==> config.mk <==
export PLATFORM = sky130hd
export DESIGN_NAME = int_free_list
export DESIGN_NICKNAME = d
export VERILOG_FILES = /design/src/rtl/rename_pkg.sv /design/src/rtl/fl_head_checkpoint.sv /design/src/rtl/int_free_list.sv
export SDC_FILE = /design/constraint.sdc
export NUM_CORES = 1
export LEC_CHECK = 0
export CAP_MARGIN = 25
export CELL_PAD_IN_SITES_DETAIL_PLACEMENT = 0
export CELL_PAD_IN_SITES_GLOBAL_PLACEMENT = 1
export CORE_MARGIN = 2
export CORE_UTILIZATION = 40
export CTS_CLUSTER_DIAMETER = 60
export DETAILED_ROUTE_END_ITERATION = 10
export PLACE_DENSITY_LB_ADDON = 0.1
export SLEW_MARGIN = 20
export SYNTH_ARGS = -nofsm -noshare
export SYNTH_HDL_FRONTEND = slang
export SYNTH_SLANG_ARGS = --single-unit
export TNS_END_PERCENT = 100
==> constraint.sdc <==
create_clock -name clock -period 5.6 [get_ports clock]
set_input_delay 1.12 -clock clock [delete_from_list [all_inputs] [get_ports clock]]
set_output_delay 1.12 -clock clock [all_outputs]
set_load 0.02 [all_outputs]
==> src/rtl/rename_pkg.sv <==
// rename_pkg: shared rename-stage sizes, index/pointer types and a popcount helper.
package rename_pkg;
    localparam int PRF_SIZE = 64;
    localparam int ARF_SIZE = 32;
    localparam int WAYS = 4;
    localparam int CP_NUM = 2;
    localparam int FL_DEPTH = PRF_SIZE - ARF_SIZE;
    typedef logic [$clog2(PRF_SIZE)-1:0] prf_idx_t;
    typedef logic [$clog2(FL_DEPTH):0] fl_ptr_t;
    function automatic int unsigned popcount(input logic [31:0] v);
        popcount = 0;
        for (int i = 0; i < 32; i++) popcount += 32'(v[i]);
    endfunction
endpackage

==> src/rtl/fl_head_checkpoint.sv <==
// fl_head_checkpoint: small register file of speculative free-list head snapshots for branch recovery.
module fl_head_checkpoint
    import rename_pkg::*;
#(
    parameter int ENTRIES = CP_NUM,
    parameter int PTR_W = $bits(fl_ptr_t),
    parameter int IDX_W = $clog2(ENTRIES)
) (
    input  logic clock,
    input  logic reset,
    input  logic wr_en,
    input  logic [IDX_W-1:0] wr_index,
    input  logic [PTR_W-1:0] wr_data,
    input  logic [IDX_W-1:0] rd_index,
    output logic [PTR_W-1:0] rd_data
);
    logic [PTR_W-1:0] cp [ENTRIES];
    always_ff @(posedge clock) begin
        if (!reset) begin
            for (int k = 0; k < ENTRIES; k++) cp[k] <= '0;
        end else if (wr_en) begin
            cp[wr_index] <= wr_data;
        end
    end
    assign rd_data = cp[rd_index];
endmodule

==> src/rtl/int_free_list.sv <==
// int_free_list: circular-FIFO free list of integer PRF indices, up to WAYS all-or-nothing grants per cycle.
// Head checkpoints for branch recovery exist only when FREE_LIST_CHECKPOINT_EN is defined.
module int_free_list #(
    parameter int WAYS = rename_pkg::WAYS,
    parameter int PRF_SIZE = rename_pkg::PRF_SIZE,
    parameter int ARF_SIZE = rename_pkg::ARF_SIZE,
    parameter int DEPTH = PRF_SIZE - ARF_SIZE
`ifdef FREE_LIST_CHECKPOINT_EN
    ,
    parameter int CP_NUM = rename_pkg::CP_NUM
`endif
) (
    input  logic clock,
    input  logic reset,
    input  logic pause,
    input  logic recover,
    input  logic [WAYS-1:0] inst_req,
    output logic [WAYS-1:0][$clog2(PRF_SIZE)-1:0] prf,
    output logic allocatable,
    input  logic [WAYS-1:0] rel_valid,
    input  logic [WAYS-1:0][$clog2(PRF_SIZE)-1:0] rel_prf
`ifdef FREE_LIST_CHECKPOINT_EN
    ,
    input  logic check,
    input  logic [$clog2(CP_NUM)-1:0] check_index,
    input  logic restore,
    input  logic [$clog2(CP_NUM)-1:0] restore_index
`endif
);
    import rename_pkg::*;
    localparam int PW = $clog2(PRF_SIZE);
    localparam int AW = $clog2(DEPTH);
    localparam int PTR = AW + 1;
    logic [PW-1:0] entry [DEPTH];
    logic [PTR-1:0] spec_head, cmt_head, tail, count, n, m, ro, wo, alloc_head, next_head;
    logic [AW-1:0] wr_idx [WAYS];
    logic fire;
`ifdef FREE_LIST_CHECKPOINT_EN
    logic [PTR-1:0] cp_head;
    fl_head_checkpoint #(.ENTRIES(CP_NUM), .PTR_W(PTR)) u_cp (
        .clock(clock),
        .reset(reset),
        .wr_en(check & ~restore & ~recover),
        .wr_index(check_index),
        .wr_data(alloc_head),
        .rd_index(restore_index),
        .rd_data(cp_head)
    );
`endif
    always_comb begin
        n = PTR'(popcount(32'(inst_req)));
        m = PTR'(popcount(32'(rel_valid)));
        count = tail - spec_head;
        allocatable = count >= n;
        fire = allocatable & ~pause & ~recover;
        alloc_head = fire ? spec_head + n : spec_head;
        ro = '0;
        wo = '0;
        for (int i = 0; i < WAYS; i++) begin
            prf[i] = entry[AW'(spec_head + ro)];
            wr_idx[i] = AW'(tail + wo);
            ro = ro + PTR'(inst_req[i]);
            wo = wo + PTR'(rel_valid[i]);
        end
`ifdef FREE_LIST_CHECKPOINT_EN
        next_head = recover ? cmt_head + m : restore ? cp_head : alloc_head;
`else
        next_head = recover ? cmt_head + m : alloc_head;
`endif
    end
    always_ff @(posedge clock) begin
        if (!reset) begin
            for (int k = 0; k < DEPTH; k++) entry[k] <= PW'(ARF_SIZE + k);
            spec_head <= '0;
            cmt_head <= '0;
            tail <= PTR'(DEPTH);
        end else begin
            for (int i = 0; i < WAYS; i++) if (rel_valid[i]) entry[wr_idx[i]] <= rel_prf[i];
            spec_head <= next_head;
            cmt_head <= cmt_head + m;
            tail <= tail + m;
        end
    end
    // Releases may only retire entries that were handed out and not yet committed.
    always_ff @(posedge clock) begin
        if (reset) begin
            assert (32'(count) + 32'(m) <= 32'(DEPTH));
            assert (PTR'(spec_head - cmt_head) >= m);
        end
    end
endmodule
==> flow_summary_export.csv, run 1 <==
group,metric,value,unit
layout,synthToLayoutAreaGrowth,16.1,%
global_routing,grt_start_max_net_pins,50,
routing,drc,0,
pwr,power_density,377,nW/um^2
routing,drt-wirelength-per-cell,39.1,um
clock_network,cts_tree,"yes",
die,start_util,40.5,%
logic_synthesis,synth_cell_type_count,72,
clock_network,cts_sinks,215,
logic_synthesis,yosys.area_share.adder,2.95,%
pwr,swShare,42.0,%
logic_synthesis,syn_area,21300,sq um
layout,post-route-util,47.0,%
die,io-pin-count,61,
clock_network,clockBufferDepth,3,
sta,finalCritPeriodShare,99.4,%
logic_synthesis,yosysWarnings,0,
setup_path,worstSetupEndpoint,"prf[23]",
setup_path,start_kind,"input port",
placed_design,place.gp.congestion,0.993,
routing,drt_iter0_drc,3717,
die,die_w,235,um
clock_network,clk_latency,0.55,ns
setup_path,critPathCaptureType,"output pin",
routing,wl,114,mm
logic_synthesis,syn-instance-count,2134,
hold_path,min-delay-start,"cmt_head[5]$_SDFF_PN0_",
die,num_rows,84,
routing,vias,21900,
global_routing,grt_pass1_wl,158,mm
clock_network,clk_pin_slew_worst_paths,0.06,ns
sta,fmax,180,MHz
pwr,p_leak,0.00743,uW
clock_network,cts-root-buf,"clkbuf_16",
sta,relSlewSlack,22.3,%
sta,hold_viol,0,
routing,viasPerCell,7.50,
layout,drive_gt1_share,24.2,%
die,die_h,235,um
placed_design,port_buffers,60,
pwr,intPower,5400,uW
setup_path,worst_ep_required_time,4.48,ns
sta,skew,0.0243,ns
die,fp.dieArea,55100,sq um
clock_network,ctsHoldBuffers,0,
setup_path,worstSetupPathType,"in -> out",
placed_design,place_ws,-0.446,ns
logic_synthesis,synth-xor-area-share,0.980,%
sta,setup-tns-final,0,ns
setup_path,r2r_end,"entry[0][4]$_DFFE_PP_",
sta,post-route-min-period,5.57,ns
placed_design,dp_hpwl,84.1,mm
logic_synthesis,async_flop_share,0,%
sta,tightest_slew,1.16,ns
pwr,p_seq_share,24.5,%
pwr,report.power.total,9320,uW
sta,holdWs,0.514,ns
pwr,p_comb_share,57.6,%
logic_synthesis,synth_compound_area_share,19.0,%
setup_path,crit_fanout,7,
setup_path,crit_start,"inst_req[2]",
logic_synthesis,synth_top_family_by_area,"multiplexers",
pwr,ir_worst_vdd,0.202,mV
logic_synthesis,syn_nets,2213,
logic_synthesis,syn_avg_cell_area,9.99,sq um
setup_path,rr_worst_depth,6,
logic_synthesis,yosys.area_share.simple,16.1,%
logic_synthesis,synthFlopType,"edfxtp_1",
routing,dr.pass1.iters,6,
logic_synthesis,synth_seq_cells,215,
routing,drtAntennaViolNets,0,
sta,setup_viol,0,
logic_synthesis,synth_edf_count,192,
global_routing,gr-usage-all-layers,40.3,%
layout,nets,2286,
sta,fin_ws,0.0350,ns
hold_path,min_path_type,"reg -> reg",
logic_synthesis,synth_mux_area_share,26.8,%
die,core_area,52700,sq um
flow_run,drv_cap,0,
clock_network,numCtsBuffers,26,
logic_synthesis,yosysSeqAreaShare,29.2,%
setup_path,rr_startpoint,"tail[0]$_SDFF_PN0_",
pwr,p_switching,3910,uW
setup_path,r2r_slack,1.54,ns
setup_path,arrival,4.45,ns
sta,slew_violations,0,
pwr,clkPwrFrac,17.9,%
clock_network,h-tree-depth,1,
global_routing,overflow,0,
global_routing,antenna_found_initial,5,
outcome,status,"complete, no violations",
global_routing,grt_pass1_vias,20000,
## cell usage after synthesis, drive strengths merged, types with 21 or more instances
master / count / area, sq um
nand3: 148 / 741
a22oi: 33 / 248
a21oi: 81 / 409
a311oi: 51 / 453
inv: 44 / 168
nor2: 232 / 871
o311ai: 63 / 552
a211oi: 25 / 220
o22ai: 69 / 432
dfxtp: 23 / 460
ha: 31 / 388
clkbuf: 149 / 559
edfxtp: 192 / 5770
nand4: 21 / 131
mux4: 240 / 5410
buf: 59 / 297
a31oi: 66 / 413
o211ai: 43 / 323
nor3: 79 / 405
nand2: 167 / 627
o21ai: 88 / 440
mux2: 24 / 270
## worst min-delay path by stage
stage	cells after the start	end	slack (ns)
final	2	cmt_head[5]$_SDFF_PN0_	0.51
after global routing	2	cmt_head[5]$_SDFF_PN0_	0.56
after CTS	2	cmt_head[5]$_SDFF_PN0_	0.52
after detailed placement	2	cmt_head[5]$_SDFF_PN0_	0.51
after global placement	2	cmt_head[5]$_SDFF_PN0_	0.50
after floorplan	2	cmt_head[5]$_SDFF_PN0_	0.46
## per-stage QoR
step	instance area, sq um	cells
2_1_floorplan	21300	2134
3_3_place_gp	23500	2847
3_5_place_dp	23500	2849
4_1_cts	24700	2910
5_1_grt	24700	2915
6_report	24700	2917
## flip-flops by register name (all words and copies together), names as in the netlist, named ones only
register   flops
tail           6
entry        192
cmt_head       6
spec_head      6
## cells by family after synthesis
family                   count (synthesis)
AND/OR/NAND/NOR                        744
adder cells (fa/ha/maj)                 43
AO/OA/AOI/OAI                          584
XOR/XNOR                                23
buffers and inverters                  257
multiplexers                           268
flip-flops                             215
## final cells by class
class,instances,area (sq um)
sequential,215,6230
multi-input combinational,1662,14100
clock inverter,21,204
inverter,49,186
antenna,2,5.00
fill,4887,27900
clock buffer,27,654
timing repair buffer,253,2460
tap,688,861
## metal layers
metal  global-route usage [%]  vias up  share of wire [%]
li1                         -     8846                  -
met1                     51.4    10600                 35
met2                     58.3     2001                 42
met3                     17.3      469                 16
met4                     20.5        4                6.6
met5                        0        -              0.020
## power by group through the flow
stage          combinational [uW]  clock (uW)  sequential (uW)
6_report                     5370        1670             2280
5_1_grt                      5570        1740             2280
4_1_cts                      5160        1670             2300
3_5_place_dp                 4980           0             2340
3_3_place_gp                 4900           0             2330
2_1_floorplan                3300           0             2080
## cell usage in the layout, fill, tap and decap left out, types with 58 or more instances in the layout
cell type and n:
a21oi_1 80, mux4_2 240, edfxtp_1 192, o21ai_0 78, o22ai_1 69, nor3_1 75, nand2_1 167, nand3_1 148
o311ai_0 58, nor2_1 232, buf_4 159, a31oi_1 66
## timing repair
action	4_1_cts	5_1_grt
gates resized for setup	31	4
setup buffers	8	2
pin swaps	3	1
cloned	5	0
endpoints found under the setup margin	12	5
## critical path, cell delays in order
cell and delay, ns:
clkdlybuf4s50_1 0.48, inv_1 0.07, fa_4 0.89, buf_6 0.13, buf_6 0.10, buf_12 0.10, buf_16 0.12, mux4_2 0.50
mux4_2 0.48, mux2_4 0.29, buf_4 0.16
Power figures use the tool's default switching activity.
==> inputs of run 2 (changes only) <==
--- a/config.mk
+++ b/config.mk
@@ -10,8 +10,9 @@
 export CELL_PAD_IN_SITES_GLOBAL_PLACEMENT = 1
 export CORE_MARGIN = 2
 export CORE_UTILIZATION = 40
-export CTS_CLUSTER_DIAMETER = 60
+export CTS_CLUSTER_DIAMETER = 100
 export DETAILED_ROUTE_END_ITERATION = 10
+export DONT_BUFFER_PORTS = 1
 export PLACE_DENSITY_LB_ADDON = 0.1
 export SLEW_MARGIN = 20
 export SYNTH_ARGS = -nofsm -noshare
==> flow_summary_export.csv, run 2 (same netlist as run 1, synthesis figures left out) <==
group,metric,value,unit
outcome,status,"complete, no violations",
die,fp.dieArea,55100,sq um
sta,rsz0062_at_grt,"false",
layout,drive_gt1_share,20.6,%
layout,final_common_cell,"mux4_2",
hold_path,min_path_type,"reg -> reg",
pwr,ir_worst_vdd,0.284,mV
die,io-pin-count,61,
layout,synthToLayoutAreaGrowth,8.08,%
die,num_rows,84,
hold_path,min_to,"cmt_head[5]$_SDFF_PN0_",
layout,final_cell_mix,"240 x mux4_2, 232 x nor2_1, 192 x edfxtp_1",
global_routing,overflow,0,
placed_design,place.gp.congestion,1.04,
sta,finalCritPeriodShare,92.5,%
setup_path,crit_fanout,21,
hold_path,min-delay-start,"cmt_head[5]$_SDFF_PN0_",
sta,relSlewSlack,22.2,%
die,die_w,235,um
die,start_util,40.5,%
die,core_area,52700,sq um
setup_path,arrival,4.06,ns
layout,largest_reg_flops,192,
setup_path,r2r_slack,1.02,ns
placed_design,port_buffers,0,
placed_design,place_ws,0.426,ns
layout,multiInputGateArea,14100,sq um
clock_network,cts_resized,0,
clock_network,cts_tree,"yes",
sta,fmax,193,MHz
global_routing,antenna_found_initial,10,
sta,hold_viol,0,
clock_network,cts_sinks,215,
sta,setup-tns-final,0,ns
routing,vias,21400,
global_routing,grt_pass1_vias,18900,
layout,nets,2122,
sta,post-route-min-period,5.18,ns
clock_network,clk_latency,0.58,ns
sta,skew,0.0288,ns
sta,fin_ws,0.421,ns
routing,drt_iter0_drc,3677,
setup_path,rr_worst_depth,8,
setup_path,critPathCaptureType,"output pin",
flow_run,drv_cap,0,
routing,drc,0,
setup_path,r2r_end,"entry[5][5]$_DFFE_PP_",
global_routing,grt_start_max_net_pins,49,
hold_path,whs_path_depth,2,
sta,setup_viol,0,
sta,slew_violations,0,
die,die_h,235,um
pwr,power_density,374,nW/um^2
clock_network,cts-root-buf,"clkbuf_16",
layout,fillers,4939,
clock_network,clockBufferDepth,3,
sta,tightest_slew,1.17,ns
clock_network,post_cts_buffers,0,
clock_network,h-tree-depth,1,
global_routing,gr-usage-all-layers,41.3,%
routing,drtAntennaViolNets,0,
clock_network,clk_pin_slew_worst_paths,0.06,ns
routing,viasPerCell,7.75,
setup_path,worstSetupPathType,"in -> out",
clock_network,ctsHoldBuffers,0,
setup_path,worst_ep_required_time,4.48,ns
layout,seqCellArea,6230,sq um
routing,drt-wirelength-per-cell,42.3,um
setup_path,start_kind,"input port",
placed_design,dp_hpwl,85.8,mm
routing,dr.pass1.iters,6,
clock_network,numCtsBuffers,28,
setup_path,rr_startpoint,"tail[0]$_SDFF_PN0_",
routing,wl,117,mm
global_routing,grt_pass1_wl,160,mm
layout,largest_register,"entry",
pwr,p_leak,0.00653,uW
-- run 2: changes by cell type in the layout (fill, tap and decap cells not counted), sizes merged --
cell,delta
buf,-112
bufbuf,-1
clkbuf,+3
clkdlybuf4s15,-1
clkdlybuf4s50,-50
clkinv,+1
clkinvlp,+1
diode,+2
dlygate4sd2,-2
inv,-3
-- run 2: stage by stage --
stage	area, sq um	hold WS, ns	total power, uW	utilization, %	std cells
final	23000	0.533	8610	43.7	2755
after global routing	23000	0.561	8870	43.7	2751
after CTS	23000	0.534	8500	43.7	2750
after detailed placement	22100	0.525	6790	42.0	2700
after global placement	22100	0.493	6770	42.0	2700
after floorplan	21300	0.464	5380	-	2134
-- run 2: critical path, cell delays in order --
cell and delay, ns:
ha_1 0.31, inv_1 0.07, fa_4 0.92, buf_12 0.24, mux4_2 0.52, mux4_2 0.48
mux2_2 0.37
-- run 2: worst max path at each step --
stage / from / to / slack, ns
after floorplan: inst_req[0] / prf[18] / 0.29
after global routing: inst_req[0] / prf[20] / 0.33
after detailed placement: inst_req[0] / prf[21] / 0.43
after global placement: inst_req[0] / prf[18] / 0.43
final: inst_req[0] / prf[21] / 0.42
after CTS: inst_req[0] / prf[21] / 0.42
-- run 2: routing by layer --
metal | part of all wire, % | vias up | track usage (%) | wire, um
li1 | - | 8517 | - | -
met1 | 37 | 10600 | 55.0 | 43600
met5 | 0.051 | - | 0 | 59
met3 | 15 | 328 | 15.7 | 17600
met2 | 43 | 1864 | 61.0 | 49900
met4 | 4.7 | 8 | 15.5 | 5460
-- run 2: area by class of cell --
class / instances / area share, %
tap: 688 / 3.74
inverter: 49 / 0.809
antenna: 4 / 0.0435
multi-input combinational: 1662 / 61.3
clock buffer: 30 / 3.07
sequential: 215 / 27.1
timing repair buffer: 87 / 3.22
clock inverter: 20 / 0.744
-- run 2: report_power, final --
| part | leakage [uW] | switching [uW] | internal (uW) |
|---|---|---|---|
| logic | 0.00432 | 2560 | 1960 |
| registers | 0.00179 | 406 | 1950 |
| clock network | 0.000418 | 755 | 972 |
| total | 0.00653 | 3730 | 4880 |
